**src/rtl/az_sequencer.sv**
```systemverilog
// ---------------------------------------------------------------------------
// az_sequencer
//
// Purpose: sequences ADC measurements for an auto-zero front end. Each
// measurement is settle -> trigger -> wait-for-valid. With az_en set, the
// input mux alternates between the signal input (azmux=1) and the zero/LO
// input (azmux=0); otherwise only the signal input is measured.
//
// Optional feature: define AZ_SEQ_WATCHDOG_EN to enable the WAIT-state
// watchdog. It moves the sequencer to ERR (sticky err) after TIMEOUT_CYCLES
// cycles without a valid. Without the macro, WAIT waits forever and err is 0.
//
// Ports:
//   clk                  system clock, all logic on posedge
//   reset                synchronous active-high reset
//   run                  level: 1 = sequence measurements, 0 = go to IDLE
//   az_en                1 = alternate signal/zero phases, 0 = signal only
//   clk_settle_duration  mux settle count, loaded on each SETTLE entry
//   adc_measure_valid    ADC level, high when its measurement is complete
//   adc_measure_trig     one-cycle pulse that starts an ADC measurement
//   azmux                1 = signal input, 0 = zero/LO input
//   sample_valid         one-cycle pulse per completed measurement
//   sample_phase         azmux value of the measurement behind sample_valid
//   sample_count         completed-measurement counter (wraps, reset-only clear)
//   err                  sticky watchdog error flag
//   monitor              registered taps {idle, err, sample_valid, azmux,
//                        adc_measure_valid, adc_measure_trig}
// ---------------------------------------------------------------------------
module az_sequencer #(
  parameter int CNT_W          = 32,
  parameter int TIMEOUT_CYCLES = 10_000_000
) (
  input  logic             clk,
  input  logic             reset,
  input  logic             run,
  input  logic             az_en,
  input  logic [CNT_W-1:0] clk_settle_duration,
  input  logic             adc_measure_valid,
  output logic             adc_measure_trig,
  output logic             azmux,
  output logic             sample_valid,
  output logic             sample_phase,
  output logic [15:0]      sample_count,
  output logic             err,
  output logic [5:0]       monitor
);

`ifdef AZ_SEQ_WATCHDOG_EN
  localparam logic WDOG_EN = 1'b1;
`else
  localparam logic WDOG_EN = 1'b0;
`endif

  // Last counter value of a WAIT before the watchdog fires, so that ERR is
  // entered after exactly TIMEOUT_CYCLES WAIT cycles.
  localparam logic [CNT_W-1:0] TMO_LAST = CNT_W'(TIMEOUT_CYCLES - 1);

  typedef enum logic [2:0] {
    S_IDLE,
    S_SETTLE_HI,
    S_TRIG_HI,
    S_WAIT_HI,
    S_SETTLE_LO,
    S_TRIG_LO,
    S_WAIT_LO,
    S_ERR
  } state_t;

  state_t           r_state;
  logic [CNT_W-1:0] r_settle_cnt;
  logic [CNT_W-1:0] r_tmo_cnt;
  logic             r_wait_first;
  logic             r_trig;
  logic             r_azmux;
  logic             r_sample_valid;
  logic             r_sample_phase;
  logic [15:0]      r_sample_count;
  logic             r_err;
  logic [5:0]       r_monitor;

  state_t           w_state_next;
  logic [CNT_W-1:0] w_settle_next;
  logic [CNT_W-1:0] w_tmo_next;
  logic             w_wait_first_next;
  logic             w_trig_next;
  logic             w_azmux_next;
  logic             w_sample_valid_next;
  logic             w_sample_phase_next;
  logic [15:0]      w_sample_count_next;
  logic             w_err_next;
  logic             w_accept;

  // The first WAIT cycle is blind: the ADC needs one cycle to drop a stale
  // valid left over from the previous conversion.
  assign w_accept = adc_measure_valid && !r_wait_first;

  always_comb begin
    w_state_next        = r_state;
    w_settle_next       = r_settle_cnt;
    w_tmo_next          = r_tmo_cnt;
    w_wait_first_next   = 1'b0;
    w_trig_next         = 1'b0;
    w_azmux_next        = r_azmux;
    w_sample_valid_next = 1'b0;
    w_sample_phase_next = r_sample_phase;
    w_sample_count_next = r_sample_count;
    w_err_next          = r_err;

    if (!run) begin
      // Dropping run wins over everything, including a valid this cycle.
      w_state_next = S_IDLE;
      w_azmux_next = 1'b0;
      w_err_next   = 1'b0;
    end else begin
      case (r_state)
        S_IDLE: begin
          w_state_next  = S_SETTLE_HI;
          w_azmux_next  = 1'b1;
          w_settle_next = clk_settle_duration;
        end

        S_SETTLE_HI, S_SETTLE_LO: begin
          if (r_settle_cnt == '0) begin
            w_state_next = (r_state == S_SETTLE_HI) ? S_TRIG_HI : S_TRIG_LO;
            w_trig_next  = 1'b1;
            w_tmo_next   = '0;
          end else begin
            w_settle_next = r_settle_cnt - CNT_W'(1);
          end
        end

        S_TRIG_HI: begin
          w_state_next      = S_WAIT_HI;
          w_wait_first_next = 1'b1;
        end

        S_TRIG_LO: begin
          w_state_next      = S_WAIT_LO;
          w_wait_first_next = 1'b1;
        end

        S_WAIT_HI, S_WAIT_LO: begin
          if (w_accept) begin
            w_sample_valid_next = 1'b1;
            w_sample_phase_next = r_azmux;
            w_sample_count_next = r_sample_count + 16'd1;
            w_settle_next       = clk_settle_duration;
            // az_en only matters when leaving the signal phase.
            if (r_state == S_WAIT_HI && az_en) begin
              w_state_next = S_SETTLE_LO;
              w_azmux_next = 1'b0;
            end else begin
              w_state_next = S_SETTLE_HI;
              w_azmux_next = 1'b1;
            end
          end else if (WDOG_EN && (r_tmo_cnt == TMO_LAST)) begin
            w_state_next = S_ERR;
            w_err_next   = 1'b1;
            w_azmux_next = 1'b0;
          end else begin
            w_tmo_next = r_tmo_cnt + CNT_W'(1);
          end
        end

        S_ERR: begin
          w_state_next = S_ERR;
        end

        default: begin
          w_state_next = S_IDLE;
          w_azmux_next = 1'b0;
        end
      endcase
    end
  end

  always_ff @(posedge clk) begin
    if (reset) begin
      r_state        <= S_IDLE;
      r_settle_cnt   <= '0;
      r_tmo_cnt      <= '0;
      r_wait_first   <= 1'b0;
      r_trig         <= 1'b0;
      r_azmux        <= 1'b0;
      r_sample_valid <= 1'b0;
      r_sample_phase <= 1'b0;
      r_sample_count <= 16'd0;
      r_err          <= 1'b0;
      r_monitor      <= 6'd0;
    end else begin
      r_state        <= w_state_next;
      r_settle_cnt   <= w_settle_next;
      r_tmo_cnt      <= w_tmo_next;
      r_wait_first   <= w_wait_first_next;
      r_trig         <= w_trig_next;
      r_azmux        <= w_azmux_next;
      r_sample_valid <= w_sample_valid_next;
      r_sample_phase <= w_sample_phase_next;
      r_sample_count <= w_sample_count_next;
      r_err          <= w_err_next;
      r_monitor      <= {(r_state == S_IDLE), r_err, r_sample_valid,
                         r_azmux, adc_measure_valid, r_trig};
    end
  end

  assign adc_measure_trig = r_trig;
  assign azmux            = r_azmux;
  assign sample_valid     = r_sample_valid;
  assign sample_phase     = r_sample_phase;
  assign sample_count     = r_sample_count;
  assign err              = r_err;
  assign monitor          = r_monitor;

endmodule

```
**config.mk**
```make
export PLATFORM = sky130hd
export DESIGN_NAME = az_sequencer
export DESIGN_NICKNAME = d
export VERILOG_FILES = /design/src/rtl/az_sequencer.sv
export SDC_FILE = /design/constraint.sdc
export NUM_CORES = 1
export LEC_CHECK = 0
export CAP_MARGIN = 30
export CELL_PAD_IN_SITES_DETAIL_PLACEMENT = 1
export CELL_PAD_IN_SITES_GLOBAL_PLACEMENT = 2
export CORE_MARGIN = 2
export CORE_UTILIZATION = 28
export CTS_CLUSTER_DIAMETER = 200
export DETAILED_ROUTE_END_ITERATION = 8
export GPL_ROUTABILITY_DRIVEN = 0
export PLACE_DENSITY_LB_ADDON = 0.12
export SLEW_MARGIN = 15
export SYNTH_ARGS = -nofsm -noshare
export SYNTH_HDL_FRONTEND = slang
export SYNTH_SLANG_ARGS = --single-unit
```
**constraint.sdc**
```tcl
create_clock -name clk -period 2.1 [get_ports clk]
set_clock_uncertainty 0.05 [all_clocks]
set_input_delay 0.42 -clock clk [delete_from_list [all_inputs] [get_ports clk]]
set_output_delay 0.42 -clock clk [all_outputs]
set_load 0.01 [all_outputs]
```
# Word-level counts from Yosys, hierarchy flattened
# Index checks and enable logic that the tools add are counted.
# classes
addsub	2
mul	0
div	0
order_cmp	0
eq_ne	10
shifts	0
muxes	14
bitwise	3
reduce_logical	17
# op_table
op	n
$pmux 32 s3	1
$mux 32	2
$logic_not 32->1	1
$sub 32x1->32 const B	1
$pmux 3 s6	1
$add 16x1->16 const B	1
$eq 3x3->1 const B	4
$mux 3	4
$reduce_or 2->1	4
$eq 3x2->1 const B	2
$ne 2x2->1 const B	3
$reduce_or 3->1	2
$mux 1	5
$reduce_and 2->1	2
$reduce_and 4->1	1
$eq 3x1->1 const B	1
$logic_not 3->1	1
$not 1->1	3
$reduce_and 3->1	1
$reduce_bool 3->1	1
$logic_and 1x1->1	2
$pmux 1 s2	1
$reduce_bool 2->1	1
$logic_not 1->1	1
# word_totals
regBits	61
latch_bits	0
mem_bits_rw	0
mem_bits_ro	0
out_inout_bits	27
memories	0

# Logic depth before layout (Yosys ltp)
# depth
ltp_word	5
depth_mapped	9

# Worst setup path after synthesis
# No wires, ideal clock.
# synth_path
path_type	register to register
from	reg r_settle_cnt[0]
to	reg r_settle_cnt[18]
setup_time_ns	0.070
arrival_time_ns	1.969
required_time_ns	1.980
setup_slack_ns	0.011
path_stages_with_launch	8
cell_sequence	dfxtp_1 -> inv_1 -> ha_1 -> or4b_1 -> nor4_4 -> a32oi_1 -> or3_1 -> a21oi_1
# synth_via
elab_chain_len	3
elab_cells_between_ends	6
# synth_lines
item	line_no	text
start, declared	70	logic [CNT_W-1:0] r_settle_cnt;
start signal, assigned	192	r_settle_cnt <= w_settle_next;
$sub 32x1->32 or $logic_not 32->1 (tied branches)	128, 123	
$mux 32 or $ne 2x2->1 (tied branches)	--	
$pmux 32 s3 or $reduce_and 4->1 (tied branches)	--	
# Several ways; a longest one is shown, not always the timed one. The select of a mux whose other input is x is not followed.
# A chain may end at the register's enable or synchronous reset.

# Worst setup path after layout
# layout_path
from	reg r_settle_cnt[1]
to	reg r_settle_cnt[10]
# Same word-level chain as after synthesis.

==> results.md <==
* RSZ-0062 raised after global routing: true
* Final TNS setup at -0.0359 ns
* Synthesized area at 3600 µm²
* First-pass GRT wire length at 22300 µm
* Yosys warnings at 0
* Power density cells at 666 nW/µm²
* Post-synthesis instance total at 457
* Vias per std cell at 5.38
* Sw Ratio at 30.8%
* Maximum Capacitance Violations at 0
* Initial antenna violation count at 0
* PortBufs at 61
* CTS root buffer: clkbuf_16
* Vias in the first global route at 4196
* Final hold vios at 0
* Compound-Gate Fraction of Synth Area at 22.5%
* Setup violations, final at 2
* Crit-path slowest cell: dfxtp_2
* Finished Core Util at 45.7%
* Final wirelength at 14000 µm
* Num CTS Buffers at 9
* Layout cells sized above 1 at 32.9%
* Adder-cell share of the synthesized area at 0.696%
* Drt first pass iters at 4
* DR vias at 4133
* Starting Density at 28.6%
* Clock power share at 38.5%
* Vert. Die Dim at 117 µm
* Clk slew on worst S/H paths at 0.06 ns
* Slew Viols, Final at 0
* Cell with the most instances after synthesis: dfxtp_1
* Gr busiest metal: met2
* Initial DRC Count at 320
* Largest stage delay on the critical path at 0.34 ns
* Largest family of logic cells by synthesized area: simple AND/OR/NAND/NOR gates
* Synth top area share at 34.0%
* CORE AREA at 12600 µm²
* Ports at 64
* Top cells by count, synth: 61 x dfxtp_1, 48 x nand2_1, 48 x nor2_1, 34 x a21oi_1, 32 x nor3_1
* Failing checks: negative setup slack
* #FFs+latches synth at 61
* Register area share after synthesis at 34.0%
* GRT Resource Usage Total at 20.2%
* Cell mode on critical path: buf_6
* Critical Path End: r_settle_cnt[10]$_SDFFE_PP0P_
* Worst Path Arrival at 2.32 ns
* Post-synthesis xor/xnor area fraction at 3.90%
* Met3 Use GR at 4.43%
* Crit-path cells: inv_2 -> ha_4 -> nor4b_4 -> buf_6 -> buf_6 -> nand2_4 -> or3_4 -> a211o_1 -> a221oi_2
* Worst-path maximum fanout at 4
* Worst R2R End: r_settle_cnt[10]$_SDFFE_PP0P_
* Reg2reg setup slack at -0.02 ns
* Final nets at 630
* Skew-Pair Late Insertion Delay at 0.34 ns
* Critical Path Source Type: register
* Kind of critical path: register to register
* Internal power at 2650 µW
* Maximum clock path buffer count at 2
* Critical path's top delay family: simple AND/OR/NAND/NOR gates
* Hold buffers post-CTS at 0
* Num rows at 41
* Met2 global-route usage at 33.1%
* H-Tree Depth at 3
* GR Overflow Total at 0
* Final WS setup at -0.0188 ns
* Fin crit period at 2.12 ns
* Post-DR wirelength/cell at 18.3 µm
* CP Buf/Inv Count at 3
* Worst r2r src: r_settle_cnt[1]$_SDFFE_PP0P_
* Dpl ws at -0.290 ns
* TritonCTS clock tree: yes
* GR Util met1 at 26.7%
* Diode count at 0
* Worst Path Required at 2.30 ns
* Reg2reg path depth at 9
* Chip Width at 117 µm
* Post-Synth Simple-Gate Area at 33.1%
* Largest net degree at the start of global routing at 39
* Gate power share at 28.3%
* LEAKAGE at 0.00213 µW
* Mux cell area share after synthesis at 0.278%
* Sequential Power Share at 33.2%
* DRC viols at 0
* Fin crit share at 101%
* Most common flop cell mapped by yosys: dfxtp_1
* Outcome: finished, violations left
* Crit path from: r_settle_cnt[1]$_SDFFE_PP0P_
* Crit end category: register
* VDD IR max at 426 µV
* Die outline area at 13800 µm²
* Critical path depth at 9
* Layout area overhead at 59.8%
* Clock sink count at 61
* Top post-synthesis cells by area: dfxtp_1 34%, nand2_1 5.0%, nor2_1 5.0%
* Synth area leader: dfxtp_1
* Post-synth EDFFs at 0
* Fmax at 472 MHz
* DP Wirelength at 9770 µm
* Library cells used by synthesis at 61
* Hold WC Path Type: register to register
* FFs w/ async S/R, synth at 0%
* Detail Route Antenna Nets at 0
* Post-synthesis area per instance at 7.87 µm²
* Switch Pwr at 1180 µW
cells by family (layout without fill, tap and decap cells):
| kind of cell | count (synthesis) | count (layout) |
|---|---|---|
| multiplexers | 1 | 1 |
| adder cells (fa/ha/maj) | 2 | 2 |
| AO/OA/AOI/OAI | 116 | 116 |
| other | 1 | 2 |
| buffers and inverters | 44 | 182 |
| XOR/XNOR | 16 | 16 |
| flip-flops | 61 | 61 |
| AND/OR/NAND/NOR | 216 | 216 |
worst reg2reg max path: stages, from the launching register on:
cell and delay, ns:
dfxtp_2 0.34, inv_2 0.07, ha_4 0.15, nor4b_4 0.23, buf_6 0.17, buf_6 0.11
nand2_4 0.04, or3_4 0.33, a211o_1 0.31, a221oi_2 0.23
timing repair:
| item | in CTS | in global routing |
|---|---|---|
| cloned | 1 | 2 |
| endpoints found under the setup margin | 33 | 36 |
| resized for setup | 28 | 56 |
| buffers inserted | 9 | 3 |
| pin swaps | 14 | 41 |
area by class of cell:
| class | instances | area (µm²) |
|---|---|---|
| Timing Repair Buffer | 161 | 1470 |
| Sequential cell | 61 | 1230 |
| Inverter | 5 | 18.8 |
| Multi-Input combinational cell | 353 | 2520 |
| Fill cell | 1485 | 6820 |
| Clock buffer | 9 | 225 |
| Clock inverter | 7 | 66.3 |
| Tap cell | 172 | 215 |
sequential cells by signal (all words and copies together) (netlist names):
name / flops
adc_measure_trig: 1
azmux: 1
monitor: 5
r_settle_cnt: 32
r_state: 3
r_wait_first: 1
sample_count: 16
sample_phase: 1
sample_valid: 1
layer usage:
metal / share of wire [%] / vias up
li1: - / 1985
met1: 47 / 2048
met2: 47 / 86
met3: 4.6 / 14
met4: 1.3 / 0
met5: 0 / -
metrics by stage:
| step | std cells | cell area, µm² | hold WS [ns] | total power, µW |
|---|---|---|---|---|
| after floorplan | 458 | 3600 | 0.389 | 1720 |
| after global placement | 740 | 4950 | 0.398 | 2170 |
| after detailed placement | 740 | 4950 | 0.401 | 2180 |
| after CTS | 765 | 5430 | 0.406 | 3780 |
| after global routing | 768 | 5750 | 0.427 | 4000 |
| final | 768 | 5750 | 0.404 | 3830 |
layout by cell type, fill, tap and decap left out, types with 7 or more instances in the layout:
| cell | count |
|---|---|
| o21ai_0 | 9 |
| o32ai_1 | 14 |
| clkdlybuf4s50_1 | 60 |
| nor2b_1 | 7 |
| nor3_1 | 22 |
| dfxtp_1 | 55 |
| nand2_1 | 45 |
| a211o_1 | 8 |
| buf_4 | 86 |
| nor4_1 | 7 |
| nand4_1 | 12 |
| nor3_2 | 10 |
| xnor2_1 | 7 |
| xor2_1 | 9 |
| clkbuf_16 | 11 |
| nor2_1 | 44 |
| a21oi_1 | 32 |
| o31ai_1 | 7 |
| buf_6 | 8 |
power groups by stage:
stage               clock network [µW]  registers, µW  logic, µW
finish                            1480           1270       1080
global route                      1550           1280       1170
CTS                               1520           1260       1000
detailed placement                   0           1280        893
global placement                     0           1280        886
floorplan                            0           1280        442
worst min path at each step:
stage                                             start                       endpoint  cells after the start
after floorplan           r_settle_cnt[31]$_SDFFE_PP0P_  r_settle_cnt[31]$_SDFFE_PP0P_                      2
after CTS                       sample_valid$_SDFF_PP0_          monitor[3]$_SDFF_PP0_                      1
after global placement          sample_valid$_SDFF_PP0_          monitor[3]$_SDFF_PP0_                      1
final                           sample_valid$_SDFF_PP0_          monitor[3]$_SDFF_PP0_                      1
after detailed placement        sample_valid$_SDFF_PP0_          monitor[3]$_SDFF_PP0_                      1
after global routing            sample_valid$_SDFF_PP0_          monitor[3]$_SDFF_PP0_                      1
Power figures use the tool's default switching activity.
